**src/rtl/baud_gen_frac.sv**
```systemverilog
// Fractional-N baud tick generator: integer divisor plus a phase accumulator that
// stretches a period by one cycle on each carry, with mid-bit and bit-boundary ticks.
module baud_gen_frac #(
    parameter int DIV_W        = 16,
    parameter int FRAC_W       = 8,
    parameter int OVERSAMPLE   = 16,
    parameter int DEFAULT_INT  = 325,
    parameter int DEFAULT_FRAC = 133
) (
    input  logic              i_clk,
    input  logic              i_reset,
    input  logic              i_valid,
    input  logic              i_resync,
    input  logic              i_div_load,
    input  logic [DIV_W-1:0]  i_div_int,
    input  logic [FRAC_W-1:0] i_div_frac,
    output logic              o_baud_tick,
    output logic              o_mid_tick,
    output logic              o_bit_tick,
    output logic              o_div_ack,
    output logic              o_div_err
);

    localparam int SUB_W = (OVERSAMPLE > 2) ? $clog2(OVERSAMPLE) : 1;
    localparam int CNT_W = DIV_W + 1;
    localparam logic [DIV_W-1:0] MIN_DIV = DIV_W'(2);

    logic [DIV_W-1:0]  r_curInt;
    logic [FRAC_W-1:0] r_curFrac;
    logic [DIV_W-1:0]  r_pendInt;
    logic [FRAC_W-1:0] r_pendFrac;
    logic              r_pending;
    logic [CNT_W-1:0]  r_count;
    logic [FRAC_W-1:0] r_acc;
    logic              r_extend;
    logic [SUB_W-1:0]  r_sub;

    logic              w_loadOk;
    logic              w_applyAny;
    logic [DIV_W-1:0]  w_newInt;
    logic [FRAC_W-1:0] w_newFrac;
    logic [CNT_W-1:0]  w_period;
    logic              w_periodEnd;
    logic [FRAC_W:0]   w_accSum;
    logic [SUB_W-1:0]  w_subNext;

    // A load arriving on the apply edge bypasses the pending register.
    assign w_loadOk    = i_div_load && (i_div_int >= MIN_DIV);
    assign w_applyAny  = w_loadOk || r_pending;
    assign w_newInt    = w_loadOk ? i_div_int  : r_pendInt;
    assign w_newFrac   = w_loadOk ? i_div_frac : r_pendFrac;
    assign w_period    = {1'b0, r_curInt} + CNT_W'(r_extend);
    assign w_periodEnd = (r_count == w_period - CNT_W'(1));
    assign w_accSum    = {1'b0, r_acc} + {1'b0, r_curFrac};
    assign w_subNext   = r_sub + SUB_W'(1);

    always_ff @(posedge i_clk) begin
        if (i_reset) begin
            r_curInt    <= DIV_W'(DEFAULT_INT);
            r_curFrac   <= FRAC_W'(DEFAULT_FRAC);
            r_pendInt   <= '0;
            r_pendFrac  <= '0;
            r_pending   <= 1'b0;
            r_count     <= '0;
            r_acc       <= '0;
            r_extend    <= 1'b0;
            r_sub       <= '0;
            o_baud_tick <= 1'b0;
            o_mid_tick  <= 1'b0;
            o_bit_tick  <= 1'b0;
            o_div_ack   <= 1'b0;
            o_div_err   <= 1'b0;
        end else begin
            o_baud_tick <= 1'b0;
            o_mid_tick  <= 1'b0;
            o_bit_tick  <= 1'b0;
            o_div_ack   <= 1'b0;
            o_div_err   <= i_div_load && !w_loadOk;

            if (w_loadOk) begin
                r_pendInt  <= i_div_int;
                r_pendFrac <= i_div_frac;
                r_pending  <= 1'b1;
            end

            if (i_resync) begin
                r_count  <= '0;
                r_acc    <= '0;
                r_extend <= 1'b0;
                r_sub    <= '0;
            end else if (!i_valid) begin
                r_count  <= '0;
                r_acc    <= '0;
                r_extend <= 1'b0;
                r_sub    <= '0;
                if (w_applyAny) begin
                    r_curInt  <= w_newInt;
                    r_curFrac <= w_newFrac;
                    r_pending <= 1'b0;
                    o_div_ack <= 1'b1;
                end
            end else if (w_periodEnd) begin
                r_count     <= '0;
                r_sub       <= w_subNext;
                o_baud_tick <= 1'b1;
                o_mid_tick  <= (w_subNext == SUB_W'(OVERSAMPLE / 2));
                o_bit_tick  <= (w_subNext == '0);
                // A divisor change restarts the fractional phase from zero.
                if (w_applyAny) begin
                    r_curInt  <= w_newInt;
                    r_curFrac <= w_newFrac;
                    r_pending <= 1'b0;
                    r_acc     <= '0;
                    r_extend  <= 1'b0;
                    o_div_ack <= 1'b1;
                end else begin
                    r_acc    <= w_accSum[FRAC_W-1:0];
                    r_extend <= w_accSum[FRAC_W];
                end
            end else begin
                r_count <= r_count + CNT_W'(1);
            end
        end
    end

endmodule

```
**config.mk**
```make
export PLATFORM = sky130hd
export DESIGN_NAME = baud_gen_frac
export DESIGN_NICKNAME = d
export VERILOG_FILES = /design/src/rtl/baud_gen_frac.sv
export SDC_FILE = /design/constraint.sdc
export NUM_CORES = 1
export LEC_CHECK = 0
export BUFFER_PORTS_ARGS = -buffer_cell sky130_fd_sc_hd__buf_4
export CAP_MARGIN = 20
export CORE_MARGIN = 5
export CORE_UTILIZATION = 60
export CTS_CLUSTER_SIZE = 8
export DETAILED_ROUTE_END_ITERATION = 12
export GPL_TIMING_DRIVEN = 0
export PLACE_DENSITY = 0.78
export SLEW_MARGIN = 15
export SYNTH_ARGS = -nofsm -noshare
export SYNTH_HDL_FRONTEND = slang
export SYNTH_SLANG_ARGS = --single-unit
```
**constraint.sdc**
```tcl
create_clock -name i_clk -period 8.2 [get_ports i_clk]
set_input_delay 0.82 -clock i_clk [delete_from_list [all_inputs] [get_ports i_clk]]
set_output_delay 0.82 -clock i_clk [all_outputs]
set_load 0.005 [all_outputs]
```
==> qor.csv <==
stage;metric;value;unit
logic_synthesis;synth.area.top_cells;dfxtp_1 (41%), nand2_1 (5.7%), xnor2_1 (4.5%);
clocking;cts-root-to-sink-buffers;2;
logic_synthesis;post_synth_most_frequent_cells;dfxtp_1 (84), nand2_1 (62), nor2_1 (43), a21oi_1 (34), xnor2_1 (21);
sta;clock.fmax;277.6;MHz
logic_synthesis;yosysWarnings;0;
finish;fin_util;69.48;%
sta;period_share;43.93;%
logic_synthesis;synth_cell_types;54;
placement;io_buffers;33;
logic_synthesis;synth_edf_count;0;
placement;globalplace.congestion;0.8669;
power_and_ir_drop;power.leakage;0.001959;µW
detailed_routing;routed-via-count;3304;
critical_path;timing.critical_path.arrival;3910;ps
grt;antenna_violations_before_repair;0;
floorplanning;chipWidth;92.64;µm
floorplanning;dieHeight;92.64;µm
sta;grt_setup_unrepaired;false;
floorplanning;std_cell_rows;30;
placement;detailed_place.area;0.004446;mm²
logic_synthesis;synth_sequential_area_ratio;41.04;%
finish;design_area;0.004668;mm²
clocking;cts_hold_buf;0;
detailed_routing;first_pass_iters;4;
finish;syn2layout_area_growth;13.92;%
logic_synthesis;synth.net_count;495;
detailed_routing;route.detailed.drc;0;
sta;report.final.slew_viol_count;0;
clocking;numCtsBuffers;9;
critical_path;worst_ep_required_time;8500;ps
grt;grtUsageTotal;21.07;%
power_and_ir_drop;pwr_density_cell;178.1;mW/mm²
finish;nets;539;
logic_synthesis;syn-instance-count;453;
logic_synthesis;cell_type_with_the_largest_total_area_after_synthesis;dfxtp_1;
floorplanning;ios;34;
grt;number_of_global_route_vias_before_repair;3140;
logic_synthesis;synthesis.area_per_instance;9.046;µm²
sta;final.min_clock_period;3602;ps
clocking;clkSlewWorstSetupHoldPaths;90;ps
clocking;clk-insertion-delay-late;360;ps
sta;finClkSkew;14.53;ps
grt;grt-ovfl-total;0;
flow_run;cap_violations;0;
grt;grt_pass1_wl;14580;µm
logic_synthesis;share_of_flip_flops_with_an_asynchronous_set_or_reset;0;%
floorplanning;core;0.006719;mm²
grt;grt_start_max_net_pins;16;
detailed_routing;vias_per_cell;5.677;
placement;dp.final_hpwl;6401;µm
floorplanning;die_area;0.008582;mm²
critical_path;path_max_fanout;9;
floorplanning;floorplan.initialDensity;60.99;%
detailed_routing;drt_wl_total;8727;µm
power_and_ir_drop;ir_worst_vdd;77.06;µV
run_status;run_status;completed;
finish;antenna-diode-count;0;
clocking;cts_sinks;84;
sta;report.final.setup_viol;0;
placement;pre_cts_ws;4642;ps
sta;timing_worst_slew_pin_value;930.9;ps
logic_synthesis;synth-seq-cells;84;
clocking;cts_tree;done;
sta;timing.setup.tns;0;ps
clocking;cts.repair_timing.setup_buffer_count;0;
logic_synthesis;library_cell_with_the_highest_instance_count_after_synthesis;dfxtp_1;
detailed_routing;ant_nets;0;
critical_path;critical_path_class;reg2reg;
critical_path;end_kind;register;
sta;postLayoutSetupSlackWorst;4598;ps
detailed_routing;drt-initial-drc-count;147;
clocking;ctsRootBufferMaster;clkbuf_8;
finish;drive_above_1_share;15.94;%
logic_synthesis;netlist_area;0.004098;mm²
clocking;cts-resized-gates;0;
sta;finalHoldViolCount;0;
detailed_routing;drt-wirelength-per-cell;14.99;µm
min_path;type_of_the_tightest_min_delay_check;reg2reg;
logic_synthesis;postSynth.topFlopCell;dfxtp_1;
clocking;h-tree-depth;3;
logic_synthesis;yosysTopAreaCellShare;41.04;%
sta;slew_headroom;37.42;%
critical_path;cp-start-kind;register;
## worst paths after layout
kind | cells past startpoint | endpoint | start | slack, ps
max | 11 | r_acc[4] | r_curInt[0] | 4600
min | 2 | r_pendInt[2] | r_pendInt[2] | 460
max reg2reg | 11 | r_acc[4] | r_curInt[0] | 4600
min reg2reg | 2 | r_pendInt[2] | r_pendInt[2] | 460
## report_power, final
part,total (µW),internal (µW),switching [µW]
combinational,73.3,34.8,38.5
sequential,427,420,7.40
clock,331,175,156
## state kept, by name (all words and copies together), names as in the netlist, 4 cells and up
name	count
r_count	17
r_curInt	16
r_pendFrac	8
r_sub	4
r_acc	8
r_curFrac	8
r_pendInt	16
## cells by family after synthesis
logic type | share of synthesized area, %
AOI/OAI and AO/OA | 10.75
buffers and inverters | 3.725
and+or+nand+nor | 23.79
xor gates and xnor gates | 8.336
adders and majority gates | 4.153
muxes | 8.214
DFF | 41.04
## critical path, cell delays in order (launching register included)
cell	delay (ps)
dfxtp_1	320
inv_1	50
ha_1	200
ha_1	270
or3b_4	450
nor3_2	140
xnor2_1	90
nor4_1	370
nand4_1	170
a2111o_1	470
nor4_2	800
a22o_1	240
## stage by stage
| step | hold WS, ps | std cells | power [µW] |
|---|---|---|---|
| after global routing | 486.8 | 582 | 863.4 |
| after CTS | 466.5 | 582 | 836.5 |
| after floorplan | 436.8 | 453 | 482.9 |
| after global placement | 444.3 | 566 | 506.8 |
| final | 464.1 | 582 | 831.6 |
| after detailed placement | 453.1 | 566 | 509.0 |
## layout by cell type (no fill, tap or decap), types with 9 or more instances in the layout
cell type	netlist	final
xnor2_1	21	21
a21oi_1	34	34
mux2_4	12	12
nor2_1	43	43
buf_4	0	33
a22o_1	10	10
clkbuf_8	0	9
mux2i_1	10	10
dfxtp_1	84	84
nor2b_1	16	16
nand3_1	13	13
ha_1	12	12
clkbuf_1	16	17
inv_1	9	9
nand2_1	62	62
xor2_1	18	18
## layout make-up
class                           instances  area (µm²)
Tap cell                               80       100.1
Timing Repair Buffer                   33       247.7
Buffer                                 23       118.9
Clock inverter                          6       95.09
Inverter                                9       33.78
Fill cell                             544        2051
Sequential cell                        84        1682
Multi-Input combinational cell        337        2263
Clock buffer                           10       127.6
## metal layers
| layer | part of all wire, % | track usage (%) | wire length (µm) | up-vias |
|---|---|---|---|---|
| met2 | 49 | 35.95 | 4273 | 54 |
| li1 | - | - | - | 1650 |
| met1 | 46 | 26.59 | 4040 | 1588 |
| met3 | 3.0 | 3.168 | 258 | 12 |
| met5 | 0 | 0 | 0 | - |
| met4 | 1.8 | 8.669 | 155 | 0 |
Power figures use the tool's default switching activity.
